**config.mk**
```make
export PLATFORM = sky130hd
export DESIGN_NAME = io_pinmux_matrix_flat
export DESIGN_NICKNAME = d
export VERILOG_FILES = /design/src/rtl/io_pinmux_matrix_pkg.sv /design/src/rtl/io_pinmux_matrix_if.sv /design/src/rtl/io_pinmux_matrix_pad.sv /design/src/rtl/io_pinmux_matrix.sv /design/src/flat_wrapper.sv
export SDC_FILE = /design/constraint.sdc
export NUM_CORES = 1
export LEC_CHECK = 0
export BUFFER_PORTS_ARGS = -buffer_cell sky130_fd_sc_hd__buf_2
export CAP_MARGIN = 20
export CORE_ASPECT_RATIO = 0.7
export CORE_MARGIN = 3
export CORE_UTILIZATION = 50
export CTS_BUF_LIST = sky130_fd_sc_hd__clkbuf_4 sky130_fd_sc_hd__clkbuf_8 sky130_fd_sc_hd__clkbuf_16
export CTS_CLUSTER_DIAMETER = 200
export CTS_CLUSTER_SIZE = 14
export DETAILED_ROUTE_END_ITERATION = 8
export GPL_TIMING_DRIVEN = 1
export PLACE_DENSITY_LB_ADDON = 0.15
export SKIP_CTS_REPAIR_TIMING = 1
export SYNTH_ARGS = -nofsm -noshare
export SYNTH_HDL_FRONTEND = slang
export SYNTH_SLANG_ARGS = --single-unit
```
**constraint.sdc**
```tcl
create_clock -name clk_i -period 5.2 [get_ports clk_i]
set_clock_uncertainty 0.1 [all_clocks]
set_input_delay 1.04 -clock clk_i [delete_from_list [all_inputs] [get_ports clk_i]]
set_output_delay 1.04 -clock clk_i [all_outputs]
set_load 0.02 [all_outputs]
```
**src/rtl/io_pinmux_matrix_pkg.sv**
```systemverilog
// Shared constants, bus FSM state type and helper functions for the io_pinmux_matrix pad multiplexer.
package io_pinmux_pkg;

  localparam int REG_ADDR_W = 4;
  localparam int REG_DATA_W = 32;
  localparam int REG_STRB_W = 4;
  localparam int GUARD_W    = 4;

  localparam logic [REG_ADDR_W-1:0] ADDR_SEL       = 4'h0;
  localparam logic [REG_ADDR_W-1:0] ADDR_INV       = 4'h1;
  localparam logic [REG_ADDR_W-1:0] ADDR_PAD_IN    = 4'h2;
  localparam logic [REG_ADDR_W-1:0] ADDR_EDGE_RISE = 4'h3;
  localparam logic [REG_ADDR_W-1:0] ADDR_EDGE_FALL = 4'h4;
  localparam logic [REG_ADDR_W-1:0] ADDR_GUARD     = 4'h5;

  typedef enum logic [0:0] {
    BUS_IDLE = 1'b0,
    BUS_ACK  = 1'b1
  } bus_state_e;

  function automatic bit params_legal(input int pin_num, input int func_num, input int func_w,
                                      input int sync_stages, input int guard_cyc);
    return (pin_num >= 1) && (pin_num <= 16) && (func_num >= 2) && (func_num <= 4) &&
           ((func_num & (func_num - 1)) == 0) && (pin_num * func_w <= 32) &&
           (sync_stages >= 2) && (guard_cyc >= 1) && (guard_cyc <= 15);
  endfunction

  function automatic logic [REG_DATA_W-1:0] strb_mask(input logic [REG_STRB_W-1:0] strb);
    return {{8{strb[3]}}, {8{strb[2]}}, {8{strb[1]}}, {8{strb[0]}}};
  endfunction

endpackage

```
**src/rtl/io_pinmux_matrix_if.sv**
```systemverilog
// Register bus between the SoC and the pad multiplexer: request with byte strobes, registered reply.
interface io_pinmux_matrix_if;
  import io_pinmux_pkg::*;

  logic                  reg_valid_i;
  logic [REG_ADDR_W-1:0] reg_addr_i;
  logic [REG_DATA_W-1:0] reg_wdata_i;
  logic [REG_STRB_W-1:0] reg_wstrb_i;
  logic [REG_DATA_W-1:0] reg_rdata_o;
  logic                  reg_ready_o;

  modport master (
    output reg_valid_i, reg_addr_i, reg_wdata_i, reg_wstrb_i,
    input  reg_rdata_o, reg_ready_o
  );

  modport slave (
    input  reg_valid_i, reg_addr_i, reg_wdata_i, reg_wstrb_i,
    output reg_rdata_o, reg_ready_o
  );
endinterface

```
**src/rtl/io_pinmux_matrix_pad.sv**
```systemverilog
// One pad slice: input synchroniser with inversion, edge detection, function-change guard and function mux.
module io_pinmux_pad
  import io_pinmux_pkg::*;
#(
  parameter int FUNC_NUM    = 4,
  parameter int FUNC_W      = 2,
  parameter int SYNC_STAGES = 2,
  parameter int GUARD_CYC   = 2
) (
  input  logic                clk_i,
  input  logic                rst_n_i,
  input  logic [FUNC_W-1:0]   sel_i,
  input  logic                sel_load_i,
  input  logic                inv_i,
  input  logic                pad_in_i,
  input  logic [FUNC_NUM-1:0] func_out_i,
  input  logic [FUNC_NUM-1:0] func_oe_i,
  output logic [FUNC_NUM-1:0] func_in_o,
  output logic                pad_out_o,
  output logic                pad_oe_o,
  output logic                pad_s_o,
  output logic                rise_o,
  output logic                fall_o,
  output logic                guard_o
);

  logic [SYNC_STAGES-1:0] sync_q, sync_d;
  logic                   s_s;
  logic                   s_dly_q, s_dly_d;
  logic [GUARD_W-1:0]     guard_q, guard_d;

  always_comb begin
    sync_d  = {sync_q[SYNC_STAGES-2:0], pad_in_i};
    s_s     = sync_q[SYNC_STAGES-1] ^ inv_i;
    s_dly_d = s_s;
  end

  // A field change (re)starts the guard, otherwise it drains to zero.
  always_comb begin
    guard_d = guard_q;
    if (sel_load_i) begin
      guard_d = GUARD_W'(GUARD_CYC);
    end else if (guard_q != {GUARD_W{1'b0}}) begin
      guard_d = guard_q - {{(GUARD_W-1){1'b0}}, 1'b1};
    end else begin
      guard_d = guard_q;
    end
  end

  always_ff @(posedge clk_i or negedge rst_n_i) begin
    if (!rst_n_i) begin
      sync_q  <= {SYNC_STAGES{1'b0}};
      s_dly_q <= 1'b0;
      guard_q <= GUARD_W'(GUARD_CYC);
    end else begin
      sync_q  <= sync_d;
      s_dly_q <= s_dly_d;
      guard_q <= guard_d;
    end
  end

  always_comb begin
    func_in_o = {FUNC_NUM{1'b0}};
    for (int f = 0; f < FUNC_NUM; f++) begin
      if (sel_i == FUNC_W'(f)) begin
        func_in_o[f] = s_s;
      end else begin
        func_in_o[f] = 1'b0;
      end
    end
  end

  assign pad_out_o = func_out_i[sel_i];
  assign pad_oe_o  = func_oe_i[sel_i] & (guard_q == {GUARD_W{1'b0}});
  assign pad_s_o   = s_s;
  assign rise_o    = s_s & ~s_dly_q;
  assign fall_o    = ~s_s & s_dly_q;
  assign guard_o   = (guard_q != {GUARD_W{1'b0}});

endmodule

```
**src/rtl/io_pinmux_matrix.sv**
```systemverilog
// Runtime-programmable pad multiplexer: register file, bus handshake FSM and one io_pinmux_pad per pad.
module io_pinmux_matrix
  import io_pinmux_pkg::*;
#(
  parameter int                          PIN_NUM     = 8,
  parameter int                          FUNC_NUM    = 4,
  parameter int                          FUNC_W      = $clog2(FUNC_NUM),
  parameter int                          SYNC_STAGES = 2,
  parameter int                          GUARD_CYC   = 2,
  parameter logic [PIN_NUM*FUNC_W-1:0]   DEFAULT_SEL = '0
) (
  input  logic                         clk_i,
  input  logic                         rst_n_i,
  io_pinmux_matrix_if.slave            bus,
  input  logic [PIN_NUM*FUNC_NUM-1:0]  func_out_i,
  input  logic [PIN_NUM*FUNC_NUM-1:0]  func_oe_i,
  output logic [PIN_NUM*FUNC_NUM-1:0]  func_in_o,
  input  logic [PIN_NUM-1:0]           pad_in_i,
  output logic [PIN_NUM-1:0]           pad_out_o,
  output logic [PIN_NUM-1:0]           pad_oe_o
);

  localparam int SEL_W = PIN_NUM * FUNC_W;

  if (!params_legal(PIN_NUM, FUNC_NUM, FUNC_W, SYNC_STAGES, GUARD_CYC)) begin : g_param_check
    $error("io_pinmux_matrix: illegal parameter combination");
  end

  bus_state_e            state_q, state_d;
  logic [REG_DATA_W-1:0] rdata_q, rdata_d;
  logic [SEL_W-1:0]      sel_q, sel_d;
  logic [PIN_NUM-1:0]    inv_q, inv_d;
  logic [PIN_NUM-1:0]    rise_q, rise_d;
  logic [PIN_NUM-1:0]    fall_q, fall_d;

  logic                  fire_s, wr_s, rd_s;
  logic [REG_DATA_W-1:0] wmask_s, wbits_s, rd_val_s;
  logic [PIN_NUM-1:0]    sel_load_s, pad_s_s, rise_s, fall_s, guard_s;

  // Bus FSM: a request seen in IDLE completes with a one-cycle ACK.
  always_comb begin
    state_d = state_q;
    rdata_d = {REG_DATA_W{1'b0}};
    fire_s  = 1'b0;
    case (state_q)
      BUS_IDLE: begin
        if (bus.reg_valid_i) begin
          fire_s  = 1'b1;
          state_d = BUS_ACK;
          rdata_d = (bus.reg_wstrb_i == 4'b0000) ? rd_val_s : {REG_DATA_W{1'b0}};
        end else begin
          state_d = BUS_IDLE;
        end
      end
      BUS_ACK:  state_d = BUS_IDLE;
      default:  state_d = BUS_IDLE;
    endcase
  end

  always_ff @(posedge clk_i or negedge rst_n_i) begin
    if (!rst_n_i) begin
      state_q <= BUS_IDLE;
      rdata_q <= {REG_DATA_W{1'b0}};
    end else begin
      state_q <= state_d;
      rdata_q <= rdata_d;
    end
  end

  assign bus.reg_ready_o = (state_q == BUS_ACK);
  assign bus.reg_rdata_o = rdata_q;

  always_comb begin
    rd_val_s = {REG_DATA_W{1'b0}};
    case (bus.reg_addr_i)
      ADDR_SEL:       rd_val_s = 32'(sel_q);
      ADDR_INV:       rd_val_s = 32'(inv_q);
      ADDR_PAD_IN:    rd_val_s = 32'(pad_s_s);
      ADDR_EDGE_RISE: rd_val_s = 32'(rise_q);
      ADDR_EDGE_FALL: rd_val_s = 32'(fall_q);
      ADDR_GUARD:     rd_val_s = 32'(guard_s);
      default:        rd_val_s = {REG_DATA_W{1'b0}};
    endcase
  end

  assign wr_s    = fire_s && (bus.reg_wstrb_i != 4'b0000);
  assign rd_s    = fire_s && (bus.reg_wstrb_i == 4'b0000);
  assign wmask_s = strb_mask(bus.reg_wstrb_i);
  assign wbits_s = bus.reg_wdata_i & wmask_s;

  // Register writes; an edge seen in the same cycle as its W1C clear survives.
  always_comb begin
    sel_d  = sel_q;
    inv_d  = inv_q;
    rise_d = rise_q | rise_s;
    fall_d = fall_q | fall_s;
    if (wr_s) begin
      case (bus.reg_addr_i)
        ADDR_SEL:       sel_d  = (sel_q & ~wmask_s[SEL_W-1:0]) | wbits_s[SEL_W-1:0];
        ADDR_INV:       inv_d  = (inv_q & ~wmask_s[PIN_NUM-1:0]) | wbits_s[PIN_NUM-1:0];
        ADDR_EDGE_RISE: rise_d = (rise_q & ~wbits_s[PIN_NUM-1:0]) | rise_s;
        ADDR_EDGE_FALL: fall_d = (fall_q & ~wbits_s[PIN_NUM-1:0]) | fall_s;
        default:        sel_d  = sel_q;
      endcase
    end else begin
      sel_d = sel_q;
    end
  end

  always_comb begin
    sel_load_s = {PIN_NUM{1'b0}};
    for (int p = 0; p < PIN_NUM; p++) begin
      if (sel_d[p*FUNC_W +: FUNC_W] != sel_q[p*FUNC_W +: FUNC_W]) begin
        sel_load_s[p] = 1'b1;
      end else begin
        sel_load_s[p] = 1'b0;
      end
    end
  end

  always_ff @(posedge clk_i or negedge rst_n_i) begin
    if (!rst_n_i) begin
      sel_q  <= DEFAULT_SEL;
      inv_q  <= {PIN_NUM{1'b0}};
      rise_q <= {PIN_NUM{1'b0}};
      fall_q <= {PIN_NUM{1'b0}};
    end else begin
      sel_q  <= sel_d;
      inv_q  <= inv_d;
      rise_q <= rise_d;
      fall_q <= fall_d;
    end
  end

  for (genvar p = 0; p < PIN_NUM; p++) begin : g_pad
    io_pinmux_pad #(
      .FUNC_NUM    (FUNC_NUM),
      .FUNC_W      (FUNC_W),
      .SYNC_STAGES (SYNC_STAGES),
      .GUARD_CYC   (GUARD_CYC)
    ) u_pad (
      .clk_i      (clk_i),
      .rst_n_i    (rst_n_i),
      .sel_i      (sel_q[p*FUNC_W +: FUNC_W]),
      .sel_load_i (sel_load_s[p]),
      .inv_i      (inv_q[p]),
      .pad_in_i   (pad_in_i[p]),
      .func_out_i (func_out_i[p*FUNC_NUM +: FUNC_NUM]),
      .func_oe_i  (func_oe_i[p*FUNC_NUM +: FUNC_NUM]),
      .func_in_o  (func_in_o[p*FUNC_NUM +: FUNC_NUM]),
      .pad_out_o  (pad_out_o[p]),
      .pad_oe_o   (pad_oe_o[p]),
      .pad_s_o    (pad_s_s[p]),
      .rise_o     (rise_s[p]),
      .fall_o     (fall_s[p]),
      .guard_o    (guard_s[p])
    );
  end

  logic unused_rd_s;
  assign unused_rd_s = rd_s;

endmodule

```
**src/flat_wrapper.sv**
```systemverilog
// flat-port wrapper written by rule: the top's interface ports become plain ports
module io_pinmux_matrix_flat import io_pinmux_pkg::*;
#(
  parameter int                          PIN_NUM     = 8,
  parameter int                          FUNC_NUM    = 4,
  parameter int                          FUNC_W      = $clog2(FUNC_NUM),
  parameter int                          SYNC_STAGES = 2,
  parameter int                          GUARD_CYC   = 2,
  parameter logic [PIN_NUM*FUNC_W-1:0]   DEFAULT_SEL = '0
)
  (clk_i, rst_n_i, func_out_i, func_oe_i, func_in_o, pad_in_i, pad_out_o, pad_oe_o, bus_reg_valid_i, bus_reg_addr_i, bus_reg_wdata_i, bus_reg_wstrb_i, bus_reg_rdata_o, bus_reg_ready_o);
  io_pinmux_matrix_if bus_i ();
  input  logic clk_i;
  input  logic rst_n_i;
  input  logic [PIN_NUM*FUNC_NUM-1:0] func_out_i;
  input  logic [PIN_NUM*FUNC_NUM-1:0] func_oe_i;
  output logic [PIN_NUM*FUNC_NUM-1:0] func_in_o;
  input  logic [PIN_NUM-1:0] pad_in_i;
  output logic [PIN_NUM-1:0] pad_out_o;
  output logic [PIN_NUM-1:0] pad_oe_o;
  input wire logic [$bits(bus_i.reg_valid_i)-1:0] bus_reg_valid_i;
  input wire logic [$bits(bus_i.reg_addr_i)-1:0] bus_reg_addr_i;
  input wire logic [$bits(bus_i.reg_wdata_i)-1:0] bus_reg_wdata_i;
  input wire logic [$bits(bus_i.reg_wstrb_i)-1:0] bus_reg_wstrb_i;
  output wire logic [$bits(bus_i.reg_rdata_o)-1:0] bus_reg_rdata_o;
  output wire logic [$bits(bus_i.reg_ready_o)-1:0] bus_reg_ready_o;
  assign bus_i.reg_valid_i = bus_reg_valid_i;
  assign bus_i.reg_addr_i = bus_reg_addr_i;
  assign bus_i.reg_wdata_i = bus_reg_wdata_i;
  assign bus_i.reg_wstrb_i = bus_reg_wstrb_i;
  assign bus_reg_rdata_o = bus_i.reg_rdata_o;
  assign bus_reg_ready_o = bus_i.reg_ready_o;
  io_pinmux_matrix #(.PIN_NUM(PIN_NUM), .FUNC_NUM(FUNC_NUM), .FUNC_W(FUNC_W), .SYNC_STAGES(SYNC_STAGES), .GUARD_CYC(GUARD_CYC), .DEFAULT_SEL(DEFAULT_SEL)) u_core (.clk_i(clk_i), .rst_n_i(rst_n_i), .bus(bus_i), .func_out_i(func_out_i), .func_oe_i(func_oe_i), .func_in_o(func_in_o), .pad_in_i(pad_in_i), .pad_out_o(pad_out_o), .pad_oe_o(pad_oe_o));
endmodule
```
==> impl_results.html, run 1 <==
<table>
<tr><th>Metric</th><th>Value</th></tr>
<tr><th colspan="2">Worst setup path</th></tr>
<tr><td>Crit-path max FO</td><td>5</td></tr>
<tr><td>Largest incremental delay on the critical path</td><td>between 0.7 and 0.8 ns</td></tr>
<tr><td>Cell with the biggest individual delay on the critical path</td><td>nor3b_1</td></tr>
<tr><td>Slack of the worst reg-to-reg path</td><td>approximately 2.9 ns</td></tr>
<tr><td>Worst-path cell chain</td><td>inv_1 &gt; ha_1 &gt; nor3b_1 &gt; and2_1 &gt; buf_2</td></tr>
<tr><td>Capturing element type of the critical path</td><td>output port</td></tr>
<tr><td>Capture instance of the worst register-to-register path</td><td>u_core.g_pad[0].u_pad.guard_q[3]</td></tr>
<tr><td>Cell depth of the worst flop-to-flop path</td><td>4</td></tr>
<tr><td>Startpoint class of the critical path</td><td>flop</td></tr>
<tr><td>Arrival time at the worst endpoint</td><td>between 2 and 2.5 ns</td></tr>
<tr><td>Critical Path RT</td><td>a little over 4 ns</td></tr>
<tr><td>Origin of the critical flop-to-flop path</td><td>u_core.bus.reg_ready_o</td></tr>
<tr><td>Category of the critical setup timing path</td><td>flop to output port</td></tr>
<tr><th colspan="2">Synth</th></tr>
<tr><td>Post-synth EDFFs</td><td>0</td></tr>
<tr><td>Library cell occupying the most area in the post-synthesis netlist</td><td>dfrtp_1</td></tr>
<tr><td>Post-synth top area share</td><td>44.5%</td></tr>
<tr><td>Combined area of all synthesized cells</td><td>about 0.006 sq mm</td></tr>
<tr><td>Top cells by area, synth</td><td>dfrtp_1 (44%), mux4_2 (7.6%), xnor2_1 (4.7%), buf_4 (4.2%), nand2_1 (3.9%)</td></tr>
<tr><td>Cells after Synth</td><td>roughly 560</td></tr>
<tr><td>Post-Syn Area per Cell</td><td>10.6 sq um</td></tr>
<tr><td>FF+latch count, synth</td><td>approximately 110</td></tr>
<tr><td>Post-synth ARST share</td><td>100%</td></tr>
<tr><td>Primary FF master, synth</td><td>dfrtp_1</td></tr>
<tr><td>Post-synthesis sequential area ratio</td><td>about half</td></tr>
<tr><td>Synth unique cells</td><td>41</td></tr>
<tr><td>Ys Warns</td><td>0</td></tr>
<tr><th colspan="2">Power and ir drop</th></tr>
<tr><td>Worst IR drop on VDD</td><td>roughly 0.0003 V</td></tr>
<tr><td>Leakage Power</td><td>between 0.003 and 0.004 uW</td></tr>
<tr><td>Power Dens Cells</td><td>~470 mW/mm^2</td></tr>
<tr><th colspan="2">Floorplanning</th></tr>
<tr><td>Starting Density</td><td>a little over half</td></tr>
<tr><td>Count of standard-cell rows</td><td>32</td></tr>
<tr><td>Vertical die dimension</td><td>~97 um</td></tr>
<tr><td>Die Outline Area</td><td>~0.013 sq mm</td></tr>
<tr><td>Standard cell core area</td><td>between 0.01 and 0.015 sq mm</td></tr>
<tr><td>Die Width</td><td>roughly 140 um</td></tr>
<tr><td>I/O Pins</td><td>196</td></tr>
<tr><th colspan="2">Worst hold path</th></tr>
<tr><td>Number of cells on the worst hold path</td><td>0</td></tr>
<tr><td>Hold path startpoint</td><td>u_core.g_pad[2].u_pad.sync_q[0]</td></tr>
<tr><td>Endpoint of the worst hold path</td><td>u_core.g_pad[2].u_pad.sync_q[1]</td></tr>
<tr><td>Kind of path behind the tightest hold check</td><td>flop to flop</td></tr>
<tr><th colspan="2">Timing</th></tr>
<tr><td>Period utilization</td><td>64.6%</td></tr>
<tr><td>Actual slew at the worst max-slew pin</td><td>around 0.88 ns</td></tr>
<tr><td>Min Tclk post-route</td><td>roughly 3.4 ns</td></tr>
<tr><td>Timing-limited maximum frequency</td><td>298 MHz</td></tr>
<tr><td>Unrepaired setup endpoints after global routing</td><td>false</td></tr>
<tr><td>Slew Limit Fails</td><td>0</td></tr>
<tr><td>Final-report hold violation count</td><td>0</td></tr>
<tr><td>Number of endpoints failing setup at the final stage</td><td>0</td></tr>
<tr><td>Fin Setup TNS</td><td>0 ns</td></tr>
<tr><td>Worst Hold Margin</td><td>0.246 ns</td></tr>
<tr><td>Slew HR</td><td>between 40% and 50%</td></tr>
<tr><th colspan="2">Placed design</th></tr>
<tr><td>Weighted congestion at the end of routability-driven global placement</td><td>between 0.8 and 0.9</td></tr>
<tr><td>Placed Cells</td><td>a little over 800</td></tr>
<tr><td>HPWL after detailed placement</td><td>10200 um</td></tr>
<tr><td>Dpl cell area</td><td>about 0.0066 sq mm</td></tr>
<tr><td>Number of buffer cells added on primary ports</td><td>163</td></tr>
<tr><th colspan="2">Detailed routing</th></tr>
<tr><td>Total DRC errors in the routed layout</td><td>0</td></tr>
<tr><td>Post-detailed-route wirelength per cell</td><td>~17 um</td></tr>
<tr><td>Initial DRT Pass Iterations</td><td>5</td></tr>
<tr><td>Vias per cell</td><td>5.37</td></tr>
<tr><td>Initial detailed-routing violation count</td><td>roughly 280</td></tr>
<tr><td>Vias after detailed routing</td><td>4625</td></tr>
<tr><td>Final antenna-violating net count</td><td>0</td></tr>
<tr><td>Total wire length after detailed routing</td><td>14300 um</td></tr>
<tr><th colspan="2">Layout</th></tr>
<tr><td>Share of post-route cells with drive strength above 1</td><td>35.6%</td></tr>
<tr><td>ANT cells</td><td>0</td></tr>
<tr><td>Nets</td><td>between 800 and 900</td></tr>
<tr><td>Fin cells</td><td>approximately 860</td></tr>
<tr><td>Fill cell total of the finished layout</td><td>just under 1000</td></tr>
<tr><td>Fin area</td><td>between 0.007 and 0.008 sq mm</td></tr>
<tr><td>Syn-to-layout area delta</td><td>22.7%</td></tr>
<tr><th colspan="2">Run status</th></tr>
<tr><td>Result of the run</td><td>completed</td></tr>
<tr><th colspan="2">Global route</th></tr>
<tr><td>Via count of the first global-routing pass</td><td>roughly 4600</td></tr>
<tr><td>Total congestion overflow</td><td>0</td></tr>
<tr><td>First-pass GRT wire length</td><td>23200 um</td></tr>
<tr><td>Maximum number of pins on one net before global-route repair</td><td>82</td></tr>
<tr><td>Global-route total usage across every layer</td><td>22.6%</td></tr>
<tr><td>Initial antenna violation count</td><td>0</td></tr>
<tr><th colspan="2">CTS</th></tr>
<tr><td>Register clock-pin slew on the reported worst setup and hold paths</td><td>~0.05 ns</td></tr>
<tr><td>CTS buffer count</td><td>17</td></tr>
<tr><td>Buffers from clock root to sink, at most</td><td>2</td></tr>
<tr><td>Worst-Skew Late Latency</td><td>about 0.41 ns</td></tr>
<tr><td>CTS H-tree depth</td><td>4</td></tr>
<tr><td>CTS tree</td><td>built</td></tr>
<tr><td>CTS sink cnt</td><td>~110</td></tr>
<tr><td>Root buffer cell</td><td>clkbuf_16</td></tr>
<tr><th colspan="2">Job</th></tr>
<tr><td>Max-cap violations</td><td>0</td></tr>
</table>
-- cells in the mapped netlist, types with 9 or more instances --
| library cell | n |
|---|---|
| o21ai_0 | 15 |
| inv_1 | 24 |
| a21oi_1 | 34 |
| buf_4 | 33 |
| dfrtp_1 | 105 |
| nand2_1 | 62 |
| nand3b_1 | 9 |
| mux4_2 | 20 |
| mux2_2 | 18 |
| and3_1 | 12 |
| nor2_1 | 39 |
| nand2b_1 | 13 |
| nor3_1 | 16 |
| clkbuf_1 | 20 |
| and2_1 | 11 |
| xnor2_1 | 32 |
| nor3b_1 | 10 |
-- layout by cell type, fill, tap and decap left out, types with 10 or more instances in the layout --
cell type,count
buf_2,162
o21ai_0,15
nor2_1,39
a21oi_1,34
mux2_2,18
conb_1,16
inv_1,24
xnor2_1,32
and2_1,11
nor3b_1,10
mux4_2,20
clkbuf_16,17
nand2b_1,13
and3_1,12
dfrtp_1,105
nand2_1,62
nor3_1,16
-- stage by stage --
| stage | setup slack, ns | power, uW | utilization [%] |
|---|---|---|---|
| after detailed placement | 1.99 | 2210 | 58.7 |
| final | 1.84 | 3370 | 64.2 |
| after global placement | 2.04 | 2140 | 58.7 |
| after CTS | 1.89 | 3390 | 64.0 |
| after global routing | 1.73 | 3590 | 64.2 |
| after floorplan | 2.29 | 1990 | - |
-- worst max-delay path: cells and delay by family (launching register included) --
kind	cells	cell delay [ns]
fa+ha+maj	1	0.21
simple gates	2	0.96
buf+inv	2	0.25
flops	1	0.37
-- sequential cells by signal, indices dropped and copies added, names as in the netlist, named ones only --
signal	cells
u_core.bus.reg_ready_o	1
u_core.bus.reg_rdata_o	16
u_core.rise_q	8
u_core.g_pad.u_pad.s_dly_q	8
u_core.g_pad.u_pad.guard_q	32
u_core.g_pad.u_pad.sync_q	16
u_core.sel_q	16
u_core.fall_q	8
-- area by class of cell --
cell class | count | area [sq um] | area share [%]
multi-input combinational | 374 | 2670 | 36.8
tap | 153 | 191 | 2.64
timing repair buffer | 165 | 853 | 11.8
clock buffer | 25 | 523 | 7.21
clock inverter | 5 | 75.1 | 1.04
inverter | 26 | 100 | 1.38
sequential | 113 | 2840 | 39.1
-- kinds of logic after synthesis --
logic type	after synthesis	share of synthesized area (%)
and+or+nand+nor	202	18.3
DFF	113	48.0
buffers and inverters	85	7.77
AOI/OAI and AO/OA	76	8.07
muxes	40	11.4
xor gates and xnor gates	32	4.74
adders and majority gates	8	1.69
other	1	0.0635
-- metal layers --
metal / vias up / share of wire [%] / track usage (%)
met1: 2271 / 45 / 30.9
met3: 19 / 7.1 / 6.65
met4: 0 / 1.5 / 7.28
met2: 186 / 46 / 34.8
met5: - / 0 / 0
li1: 2149 / - / -
-- worst max-delay path by stage --
stage	cells after the start	slack, ns	from	to
global placement	5	2.04	bus_reg_addr_i[2]	u_core.fall_q[6]
global route	5	1.73	u_core.g_pad[2].u_pad.guard_q[0]	pad_oe_o[2]
floorplan	3	2.29	func_oe_i[3]	pad_oe_o[0]
detailed placement	5	1.99	bus_reg_addr_i[2]	u_core.fall_q[7]
CTS	5	1.89	u_core.g_pad[2].u_pad.guard_q[0]	pad_oe_o[2]
finish	5	1.84	u_core.g_pad[2].u_pad.guard_q[0]	pad_oe_o[2]
-- report_power, final --
| part | switching (uW) | total [uW] | internal [uW] |
|---|---|---|---|
| registers | 181 | 1270 | 1090 |
| logic | 500 | 936 | 436 |
| clock network | 389 | 1170 | 784 |
| total | 1070 | 3370 | 2310 |
Power figures use the tool's default switching activity.
==> run 2: changes to the inputs <==
--- a/config.mk
+++ b/config.mk
@@ -5,6 +5,7 @@
 export SDC_FILE = /design/constraint.sdc
 export NUM_CORES = 1
 export LEC_CHECK = 0
+export ABC_AREA = 1
 export BUFFER_PORTS_ARGS = -buffer_cell sky130_fd_sc_hd__buf_2
 export CAP_MARGIN = 20
 export CORE_ASPECT_RATIO = 0.7
==> constraint.sdc (replaced) <==
create_clock -name clk_i -period 3.1 [get_ports clk_i]
set_clock_uncertainty 0.1 [all_clocks]
set_input_delay 0.62 -clock clk_i [delete_from_list [all_inputs] [get_ports clk_i]]
set_output_delay 0.62 -clock clk_i [all_outputs]
set_load 0.02 [all_outputs]
==> run 2 against run 1 <==
  * Flip-flop and latch count did not move
  * Global-route usage rose by 0.29 points
  * Via count rose by 26%
  * Total power rose by 74%
  * Critical path type unchanged
  * Die area rose by 7.0%
  * Combinational power rose by 110%
  * Critical path depth rose by 2
  * Cell area rose by 5.4%
  * Wire length rose by 11%
  * Worst setup slack got worse by 1.3 ns
==> impl_results.html, run 2 <==
<table>
<tr><th>Metric</th><th>Value</th></tr>
<tr><th colspan="2">Run status</th></tr>
<tr><td>Result of the run</td><td>completed (unchanged)</td></tr>
<tr><th colspan="2">Synth</th></tr>
<tr><td>Library cell occupying the most area in the post-synthesis netlist</td><td>dfrtp_1 (unchanged)</td></tr>
<tr><td>Primary FF master, synth</td><td>dfrtp_1 (unchanged)</td></tr>
<tr><td>Synth unique cells</td><td>34 (was 41)</td></tr>
<tr><td>Post-Syn Area per Cell</td><td>7.89 sq um (was 10.6 sq um)</td></tr>
<tr><td>Commonest cells in the netlist</td><td>dfrtp_1 (105), inv_1 (105), nand2_1 (104) (was dfrtp_1 (105), nand2_1 (62), nor2_1 (39))</td></tr>
<tr><td>Post-synth EDFFs</td><td>0 (unchanged)</td></tr>
<tr><td>Post-synthesis sequential area ratio</td><td>44.7% (was 48.0%)</td></tr>
<tr><td>Cells after Synth</td><td>805 (was 557)</td></tr>
<tr><td>Combined area of all synthesized cells</td><td>0.00635 sq mm (was 0.00591 sq mm)</td></tr>
<tr><td>Ys Warns</td><td>0 (unchanged)</td></tr>
<tr><td>Post-synth ARST share</td><td>100% (unchanged)</td></tr>
<tr><td>Post-synth top area share</td><td>41.4% (was 44.5%)</td></tr>
<tr><td>FF+latch count, synth</td><td>113 (unchanged)</td></tr>
<tr><td>Top cells by area, synth</td><td>dfrtp_1 (41%), nand3_1 (6.9%), inv_1 (6.2%), nand2_1 (6.1%), nor3_1 (6.0%) (was dfrtp_1 (44%), mux4_2 (7.6%), xnor2_1 (4.7%), buf_4 (4.2%), nand2_1 (3.9%))</td></tr>
<tr><th colspan="2">Placed design</th></tr>
<tr><td>Number of buffer cells added on primary ports</td><td>163 (unchanged)</td></tr>
<tr><td>Weighted congestion at the end of routability-driven global placement</td><td>0.840 (was 0.832)</td></tr>
<tr><td>Pre-CTS setup slack</td><td>0.770 ns (was 1.99 ns)</td></tr>
<tr><td>HPWL after detailed placement</td><td>11400 um (was 10200 um)</td></tr>
<tr><td>Dpl cell area</td><td>0.00708 sq mm (was 0.00662 sq mm)</td></tr>
<tr><td>Placed Cells</td><td>1083 (was 830)</td></tr>
<tr><th colspan="2">Timing</th></tr>
<tr><td>Number of endpoints failing setup at the final stage</td><td>0 (unchanged)</td></tr>
<tr><td>Fin Setup TNS</td><td>0 ns (unchanged)</td></tr>
<tr><td>Period utilization</td><td>between 80% and 90%</td></tr>
<tr><td>Actual slew at the worst max-slew pin</td><td>0.791 ns (was 0.884 ns)</td></tr>
<tr><td>Final-report hold violation count</td><td>0 (unchanged)</td></tr>
<tr><td>Slew Limit Fails</td><td>0 (unchanged)</td></tr>
<tr><td>Unrepaired setup endpoints after global routing</td><td>false (unchanged)</td></tr>
<tr><td>Timing-limited maximum frequency</td><td>395 MHz</td></tr>
<tr><td>Min Tclk post-route</td><td>approximately 2.5 ns</td></tr>
<tr><td>Slew HR</td><td>46.9% (was 40.9%)</td></tr>
<tr><td>Worst-case setup margin in the final layout</td><td>0.568 ns (was 1.84 ns)</td></tr>
<tr><th colspan="2">CTS</th></tr>
<tr><td>CTS tree</td><td>built (unchanged)</td></tr>
<tr><td>Register clock-pin slew on the reported worst setup and hold paths</td><td>0.05 ns (about the same)</td></tr>
<tr><td>CTS sink cnt</td><td>113 (unchanged)</td></tr>
<tr><td>Buffers from clock root to sink, at most</td><td>2 (unchanged)</td></tr>
<tr><td>Worst-Skew Late Latency</td><td>0.41 ns (about the same)</td></tr>
<tr><td>CTS H-tree depth</td><td>4 (unchanged)</td></tr>
<tr><td>Root buffer cell</td><td>clkbuf_16 (unchanged)</td></tr>
<tr><td>CTS buffer count</td><td>17 (unchanged)</td></tr>
<tr><th colspan="2">Job</th></tr>
<tr><td>Max-cap violations</td><td>0 (unchanged)</td></tr>
<tr><th colspan="2">Worst setup path</th></tr>
<tr><td>Crit-path max FO</td><td>4 (was 5)</td></tr>
<tr><td>Most frequent CP cell</td><td>inv_1</td></tr>
<tr><td>Kind of cell with the highest combined delay on the critical path</td><td>simple AND/OR/NAND/NOR gates (unchanged)</td></tr>
<tr><td>Worst-path cell chain</td><td>inv_1 &gt; ha_1 &gt; inv_1 &gt; nor2_1 &gt; nand2_1 &gt; a41oi_1 &gt; buf_2 (was inv_1 &gt; ha_1 &gt; nor3b_1 &gt; and2_1 &gt; buf_2)</td></tr>
<tr><td>Capturing element type of the critical path</td><td>output port (unchanged)</td></tr>
<tr><td>Largest incremental delay on the critical path</td><td>0.35 ns (was 0.74 ns)</td></tr>
<tr><td>Cell with the biggest individual delay on the critical path</td><td>dfrtp_1 (was nor3b_1)</td></tr>
<tr><td>Startpoint class of the critical path</td><td>flop (unchanged)</td></tr>
<tr><td>Critical Path RT</td><td>2.38 ns (was 4.06 ns)</td></tr>
<tr><td>Category of the critical setup timing path</td><td>flop to output port (unchanged)</td></tr>
<tr><td>Worst Path Buf+Inv</td><td>3 (was 2)</td></tr>
<tr><td>Arrival time at the worst endpoint</td><td>1.81 ns (was 2.22 ns)</td></tr>
<tr><th colspan="2">Floorplanning</th></tr>
<tr><td>Vertical die dimension</td><td>100 um (was 97.0 um)</td></tr>
<tr><td>Count of standard-cell rows</td><td>33 (was 32)</td></tr>
<tr><td>Die Outline Area</td><td>0.0141 sq mm (was 0.0132 sq mm)</td></tr>
<tr><td>Standard cell core area</td><td>0.0121 sq mm (was 0.0113 sq mm)</td></tr>
<tr><td>Die Width</td><td>141 um (was 136 um)</td></tr>
<tr><td>Starting Density</td><td>52.7% (was 52.3%)</td></tr>
<tr><td>I/O Pins</td><td>196 (unchanged)</td></tr>
<tr><th colspan="2">Layout</th></tr>
<tr><td>Largest register FFs</td><td>32 (unchanged)</td></tr>
<tr><td>Register name with the most flops</td><td>u_core.g_pad.u_pad.guard_q (unchanged)</td></tr>
<tr><td>ANT cells</td><td>0 (unchanged)</td></tr>
<tr><td>Share of post-route cells with drive strength above 1</td><td>23.2% (was 35.6%)</td></tr>
<tr><td>Fill cell total of the finished layout</td><td>1064 (was 968)</td></tr>
<tr><td>Top library cells by usage in the layout, fill and taps aside</td><td>buf_2 (162), inv_1 (105), dfrtp_1 (105), nand2_1 (104), nand3_1 (88) (was buf_2 (162), dfrtp_1 (105), nand2_1 (62), nor2_1 (39), a21oi_1 (34))</td></tr>
<tr><td>Fin cells</td><td>1114 (was 861)</td></tr>
<tr><td>Syn-to-layout area delta</td><td>20.3% (was 22.7%)</td></tr>
<tr><td>Nets</td><td>1068 (was 820)</td></tr>
<tr><td>Most common library cell in the layout ignoring fill and taps</td><td>buf_2 (unchanged)</td></tr>
<tr><td>Fin area</td><td>0.00764 sq mm (was 0.00725 sq mm)</td></tr>
<tr><th colspan="2">Global route</th></tr>
<tr><td>Initial antenna violation count</td><td>1 (was 0)</td></tr>
<tr><td>Global-route total usage across every layer</td><td>22.9% (was 22.6%)</td></tr>
<tr><td>Via count of the first global-routing pass</td><td>5305 (was 4594)</td></tr>
<tr><td>Total congestion overflow</td><td>0 (unchanged)</td></tr>
<tr><td>First-pass GRT wire length</td><td>25900 um (was 23200 um)</td></tr>
<tr><td>Maximum number of pins on one net before global-route repair</td><td>50 (was 82)</td></tr>
<tr><th colspan="2">Detailed routing</th></tr>
<tr><td>Post-detailed-route wirelength per cell</td><td>14.3 um (was 16.6 um)</td></tr>
<tr><td>Final antenna-violating net count</td><td>0 (unchanged)</td></tr>
<tr><td>Vias after detailed routing</td><td>5837 (was 4625)</td></tr>
<tr><td>Total wire length after detailed routing</td><td>15900 um (was 14300 um)</td></tr>
<tr><td>Initial detailed-routing violation count</td><td>401 (was 283)</td></tr>
<tr><td>Initial DRT Pass Iterations</td><td>5 (unchanged)</td></tr>
<tr><td>Vias per cell</td><td>5.24 (was 5.37)</td></tr>
<tr><td>Total DRC errors in the routed layout</td><td>0 (unchanged)</td></tr>
<tr><th colspan="2">Power and ir drop</th></tr>
<tr><td>Total power consumption of the routed design</td><td>5890 uW (was 3370 uW)</td></tr>
<tr><td>Leakage Power</td><td>0.00391 uW (was 0.00354 uW)</td></tr>
<tr><td>Power Dens Cells</td><td>771 mW/mm^2 (was 466 mW/mm^2)</td></tr>
<tr><td>Worst IR drop on VDD</td><td>0.000430 V (was 0.000297 V)</td></tr>
<tr><th colspan="2">Worst hold path</th></tr>
<tr><td>Kind of path behind the tightest hold check</td><td>input pin to asynchronous set/reset pin (was flop to flop)</td></tr>
</table>
run 2: cell types whose count changed in the layout (fill, tap and decap cells not counted), sizes merged, moves of 32 or more:
cell,delta
inv,+81
nor2,+32
nand3,+85
nand2,+48
nor3,+60
o21ai,+55
run 2: per-layer routing:
layer  GRT usage [%]  wire, um  share of wire [%]
met1            32.8      7380                 46
met2            34.5      7100                 45
met3            6.24      1180                7.4
met4            6.18       208                1.3
met5               0        13              0.082
run 2: through the flow:
stage          hold WS [ns]  util, %
6_report              0.132     63.3
5_1_grt               0.172     63.3
4_1_cts               0.143     63.3
3_5_place_dp          0.236     58.7
3_3_place_gp          0.232     58.7
2_1_floorplan         0.224        -
run 2: cell families (layout without fill, tap and decap cells):
kind of cell / count (synthesis) / count (layout) / synth area share [%]
AOI/OAI and AO/OA: 138 / 138 / 12.3
xor gates and xnor gates: 16 / 16 / 2.21
adders and majority gates: 8 / 8 / 1.58
buffers and inverters: 173 / 310 / 13.0
DFF: 113 / 113 / 44.7
other: 1 / 16 / 0.0591
and+or+nand+nor: 356 / 356 / 26.1
run 2: area by class of cell:
type | instances | area, sq um | area share, %
Tap cell | 157 | 196 | 2.57
Clock inverter | 5 | 25.0 | 0.328
Sequential cell | 113 | 2840 | 37.2
Multi-Input combinational cell | 534 | 2740 | 35.9
Inverter | 110 | 413 | 5.41
Clock buffer | 26 | 537 | 7.03
Timing Repair Buffer | 169 | 888 | 11.6
run 2: worst paths after layout:
kind                                                        from                                to  slack (ns)  cells after the start
max in group asynchronous                                rst_n_i  u_core.g_pad[2].u_pad.guard_q[1]        2.03                      2
worst min-delay path                                     rst_n_i         u_core.bus.reg_rdata_o[8]        0.13                      1
worst max-delay path            u_core.g_pad[1].u_pad.guard_q[0]                       pad_oe_o[1]        0.57                      7
min in group clk_i                                   pad_in_i[3]   u_core.g_pad[3].u_pad.sync_q[0]        0.22                      1
worst min register to register   u_core.g_pad[2].u_pad.sync_q[0]   u_core.g_pad[2].u_pad.sync_q[1]        0.25                      0
worst max register to register                   u_core.sel_q[7]  u_core.g_pad[3].u_pad.guard_q[3]        1.16                      6
run 2: where the power goes:
group | internal (uW) | total, uW | switching [uW]
registers | 1850 | 2150 | 306
logic | 713 | 1930 | 1210
clock network | 1170 | 1810 | 636
==> run 3: changes to the inputs <==
==> constraint.sdc (replaced) <==
create_clock -name clk_i -period 2.4 [get_ports clk_i]
set_clock_uncertainty 0.1 [all_clocks]
set_input_delay 0.48 -clock clk_i [delete_from_list [all_inputs] [get_ports clk_i]]
set_output_delay 0.48 -clock clk_i [all_outputs]
set_load 0.02 [all_outputs]
==> run 3 against run 2 <==
  * Clock power is 36% higher
  * Total power is 33% higher
  * Via count is 0.58% higher
  * Non-clock buffer count is 11 higher
  * Flip-flop and latch count stayed put
  * Largest cell class unchanged
==> impl_results.html, run 3 (same netlist as run 2, synthesis figures left out) <==
<table>
<tr><th>Metric</th><th>Value</th></tr>
<tr><th colspan="2">Run status</th></tr>
<tr><td>Result of the run</td><td>completed (unchanged)</td></tr>
<tr><th colspan="2">CTS</th></tr>
<tr><td>Buffers from clock root to sink, at most</td><td>2 (unchanged)</td></tr>
<tr><td>Register clock-pin slew on the reported worst setup and hold paths</td><td>0.05 ns (about the same)</td></tr>
<tr><td>CTS buffer count</td><td>17 (unchanged)</td></tr>
<tr><td>CTS H-tree depth</td><td>4 (unchanged)</td></tr>
<tr><td>Worst-Skew Late Latency</td><td>0.41 ns (about the same)</td></tr>
<tr><td>CTS sink cnt</td><td>113 (unchanged)</td></tr>
<tr><td>CTS tree</td><td>built (unchanged)</td></tr>
<tr><td>Root buffer cell</td><td>clkbuf_16 (unchanged)</td></tr>
<tr><th colspan="2">Detailed routing</th></tr>
<tr><td>Initial DRT Pass Iterations</td><td>5 (unchanged)</td></tr>
<tr><td>Total wire length after detailed routing</td><td>16200 um (was 15900 um)</td></tr>
<tr><td>Post-detailed-route wirelength per cell</td><td>14.4 um (was 14.3 um)</td></tr>
<tr><td>Vias after detailed routing</td><td>5871 (was 5837)</td></tr>
<tr><td>Final antenna-violating net count</td><td>0 (unchanged)</td></tr>
<tr><td>Vias per cell</td><td>5.21 (was 5.24)</td></tr>
<tr><td>Initial detailed-routing violation count</td><td>423 (was 401)</td></tr>
<tr><td>Total DRC errors in the routed layout</td><td>0 (unchanged)</td></tr>
<tr><th colspan="2">Worst setup path</th></tr>
<tr><td>Cell depth of the worst flop-to-flop path</td><td>6 (unchanged)</td></tr>
<tr><td>Crit-path max FO</td><td>9 (was 4)</td></tr>
<tr><td>Capturing element type of the critical path</td><td>output port (unchanged)</td></tr>
<tr><td>Startpoint of the most critical setup path</td><td>u_core.sel_q[2] (was u_core.g_pad[1].u_pad.guard_q[0])</td></tr>
<tr><td>Kind of cell with the highest combined delay on the critical path</td><td>flip-flops (was simple AND/OR/NAND/NOR gates)</td></tr>
<tr><td>Worst-path cell chain</td><td>clkinv_1 &gt; nand3_1 &gt; a41oi_1 &gt; buf_2 (was inv_1 &gt; ha_1 &gt; inv_1 &gt; nor2_1 &gt; nand2_1 &gt; a41oi_1 &gt; buf_2)</td></tr>
<tr><td>Capture instance of the worst register-to-register path</td><td>u_core.g_pad[3].u_pad.guard_q[2] (was u_core.g_pad[3].u_pad.guard_q[3])</td></tr>
<tr><td>Largest incremental delay on the critical path</td><td>0.50 ns (was 0.35 ns)</td></tr>
<tr><td>Cell with the biggest individual delay on the critical path</td><td>dfrtp_1 (unchanged)</td></tr>
<tr><td>Worst Path Buf+Inv</td><td>2 (was 3)</td></tr>
<tr><td>Origin of the critical flop-to-flop path</td><td>u_core.sel_q[7] (unchanged)</td></tr>
<tr><td>Category of the critical setup timing path</td><td>flop to output port (unchanged)</td></tr>
<tr><td>Critical Path RT</td><td>1.82 ns (was 2.38 ns)</td></tr>
<tr><td>Startpoint class of the critical path</td><td>flop (unchanged)</td></tr>
<tr><td>Arrival time at the worst endpoint</td><td>1.70 ns (was 1.81 ns)</td></tr>
<tr><td>Slack of the worst reg-to-reg path</td><td>0.51 ns (was 1.16 ns)</td></tr>
<tr><th colspan="2">Timing</th></tr>
<tr><td>Period utilization</td><td>94.8%</td></tr>
<tr><td>Slew HR</td><td>61.8% (was 46.9%)</td></tr>
<tr><td>Timing-limited maximum frequency</td><td>between 400 and 500 MHz</td></tr>
<tr><td>Min Tclk post-route</td><td>2.28 ns</td></tr>
<tr><td>Final-report hold violation count</td><td>0 (unchanged)</td></tr>
<tr><td>Number of endpoints failing setup at the final stage</td><td>0 (unchanged)</td></tr>
<tr><td>Actual slew at the worst max-slew pin</td><td>0.569 ns (was 0.791 ns)</td></tr>
<tr><td>Fin Setup TNS</td><td>0 ns (unchanged)</td></tr>
<tr><td>Unrepaired setup endpoints after global routing</td><td>false (unchanged)</td></tr>
<tr><td>Slew Limit Fails</td><td>0 (unchanged)</td></tr>
<tr><th colspan="2">Floorplanning</th></tr>
<tr><td>Standard cell core area</td><td>0.0121 sq mm (unchanged)</td></tr>
<tr><td>Starting Density</td><td>52.7% (unchanged)</td></tr>
<tr><td>Die Width</td><td>141 um (unchanged)</td></tr>
<tr><td>I/O Pins</td><td>196 (unchanged)</td></tr>
<tr><td>Vertical die dimension</td><td>100 um (unchanged)</td></tr>
<tr><td>Count of standard-cell rows</td><td>33 (unchanged)</td></tr>
<tr><td>Die Outline Area</td><td>0.0141 sq mm (unchanged)</td></tr>
<tr><th colspan="2">Worst hold path</th></tr>
<tr><td>Number of cells on the worst hold path</td><td>1</td></tr>
<tr><td>Endpoint of the worst hold path</td><td>u_core.g_pad[3].u_pad.sync_q[0]</td></tr>
<tr><td>Kind of path behind the tightest hold check</td><td>input pin to flop (was input pin to asynchronous set/reset pin)</td></tr>
<tr><td>Hold path startpoint</td><td>pad_in_i[3]</td></tr>
<tr><th colspan="2">Power and ir drop</th></tr>
<tr><td>Sequential fraction of design power</td><td>35.7% (was 36.5%)</td></tr>
<tr><td>Internal Pwr Total</td><td>4960 uW (was 3730 uW)</td></tr>
<tr><td>Sw frac</td><td>36.7% (was 36.6%)</td></tr>
<tr><td>Worst IR drop on VDD</td><td>0.000521 V (was 0.000430 V)</td></tr>
<tr><td>Leakage Power</td><td>0.00396 uW (was 0.00391 uW)</td></tr>
<tr><td>Net Switching</td><td>2880 uW (was 2160 uW)</td></tr>
<tr><td>Share of total power in the clock network</td><td>31.3% (was 30.8%)</td></tr>
<tr><td>Combinational Power Share</td><td>33.0% (was 32.7%)</td></tr>
<tr><td>Power Dens Cells</td><td>1010 mW/mm^2 (was 771 mW/mm^2)</td></tr>
<tr><th colspan="2">Layout</th></tr>
<tr><td>Largest register FFs</td><td>32 (unchanged)</td></tr>
<tr><td>Top library cells by usage in the layout, fill and taps aside</td><td>buf_2 (161), inv_1 (104), dfrtp_1 (104), nand2_1 (101), nand3_1 (88) (was buf_2 (162), inv_1 (105), dfrtp_1 (105), nand2_1 (104), nand3_1 (88))</td></tr>
<tr><td>Fill cell total of the finished layout</td><td>1034 (was 1064)</td></tr>
<tr><td>Register name with the most flops</td><td>u_core.g_pad.u_pad.guard_q (unchanged)</td></tr>
<tr><td>Share of post-route cells with drive strength above 1</td><td>25.2% (was 23.2%)</td></tr>
<tr><td>Most common library cell in the layout ignoring fill and taps</td><td>buf_2 (unchanged)</td></tr>
<tr><td>Combined area of the multi-input logic cells</td><td>0.00277 sq mm (was 0.00274 sq mm)</td></tr>
<tr><td>Fin area</td><td>0.00778 sq mm (was 0.00764 sq mm)</td></tr>
<tr><td>Nets</td><td>1079 (was 1068)</td></tr>
<tr><td>ANT cells</td><td>0 (unchanged)</td></tr>
<tr><td>Syn-to-layout area delta</td><td>22.5% (was 20.3%)</td></tr>
<tr><td>Area used by sequential logic in the layout</td><td>0.00284 sq mm (about the same)</td></tr>
<tr><th colspan="2">Placed design</th></tr>
<tr><td>Weighted congestion at the end of routability-driven global placement</td><td>0.857 (was 0.840)</td></tr>
<tr><td>Number of buffer cells added on primary ports</td><td>163 (unchanged)</td></tr>
<tr><td>Dpl cell area</td><td>0.00715 sq mm (was 0.00708 sq mm)</td></tr>
<tr><td>HPWL after detailed placement</td><td>11700 um (was 11400 um)</td></tr>
<tr><th colspan="2">Global route</th></tr>
<tr><td>Initial antenna violation count</td><td>0 (was 1)</td></tr>
<tr><td>Maximum number of pins on one net before global-route repair</td><td>57 (was 50)</td></tr>
<tr><td>GR peak layer</td><td>met2 (unchanged)</td></tr>
<tr><td>First-pass GRT wire length</td><td>26700 um (was 25900 um)</td></tr>
<tr><td>Met2 track demand over resource</td><td>36.0% (was 34.5%)</td></tr>
<tr><td>Global-route total usage across every layer</td><td>23.6% (was 22.9%)</td></tr>
<tr><td>Routing usage on met3</td><td>4.86% (was 6.24%)</td></tr>
<tr><td>Via count of the first global-routing pass</td><td>5504 (was 5305)</td></tr>
<tr><td>Total congestion overflow</td><td>0 (unchanged)</td></tr>
<tr><td>Global-route met1 utilization</td><td>33.0% (was 32.8%)</td></tr>
<tr><th colspan="2">Job</th></tr>
<tr><td>Max-cap violations</td><td>0 (unchanged)</td></tr>
</table>
[run 3: final cells by class]
| type | count | area share [%] |
|---|---|---|
| repair buffers | 180 | 12.5 |
| clock inverters | 11 | 1.45 |
| flip-flops and latches | 113 | 36.5 |
| clock buffers | 21 | 6.01 |
| inverters | 110 | 5.40 |
| well taps | 157 | 2.52 |
| multi-input cells | 534 | 35.6 |
[run 3: worst register-to-register path: cells and delay by family (launching register included)]
family                 cells  cell delay, ns
and+or+nand+nor            3            0.37
buffers and inverters      2            0.42
DFF                        1            0.52
AOI/OAI and AO/OA          1            0.40
[run 3: per-stage QoR]
step / total power (uW) / setup WS [ns] / utilization [%] / cells / hold slack, ns
2_1_floorplan: 4700 / 0.582 / - / 820 / 0.0844
5_1_grt: 8390 / 0.000489 / 64.5 / 1126 / 0.0572
4_1_cts: 7820 / -0.0989 / 64.1 / 1125 / -0.0939
3_3_place_gp: 5250 / 0.333 / 59.3 / 1093 / 0.231
6_report: 7840 / 0.124 / 64.5 / 1126 / 0.0671
3_5_place_dp: 5320 / 0.293 / 59.3 / 1093 / 0.236
[run 3: power by group through the flow]
stage / combinational [uW] / clock (uW) / sequential, uW
final: 2590 / 2460 / 2800
after global routing: 2940 / 2580 / 2880
after CTS: 2560 / 2490 / 2780
after detailed placement: 2510 / 0 / 2810
after global placement: 2450 / 0 / 2790
after floorplan: 2110 / 0 / 2590
[run 3: worst max path at each step]
stage,end,depth (start not counted)
after global placement,u_core.bus.reg_rdata_o[0],6
after global routing,func_in_o[7],3
after floorplan,pad_oe_o[1],7
final,pad_oe_o[1],4
after detailed placement,u_core.bus.reg_rdata_o[0],6
after CTS,pad_oe_o[5],7
[run 3: per-layer routing]
metal	vias up	routed length (um)
li1	2936	-
met1	2694	7380
met2	216	7270
met3	25	1240
met4	0	281
met5	-	0
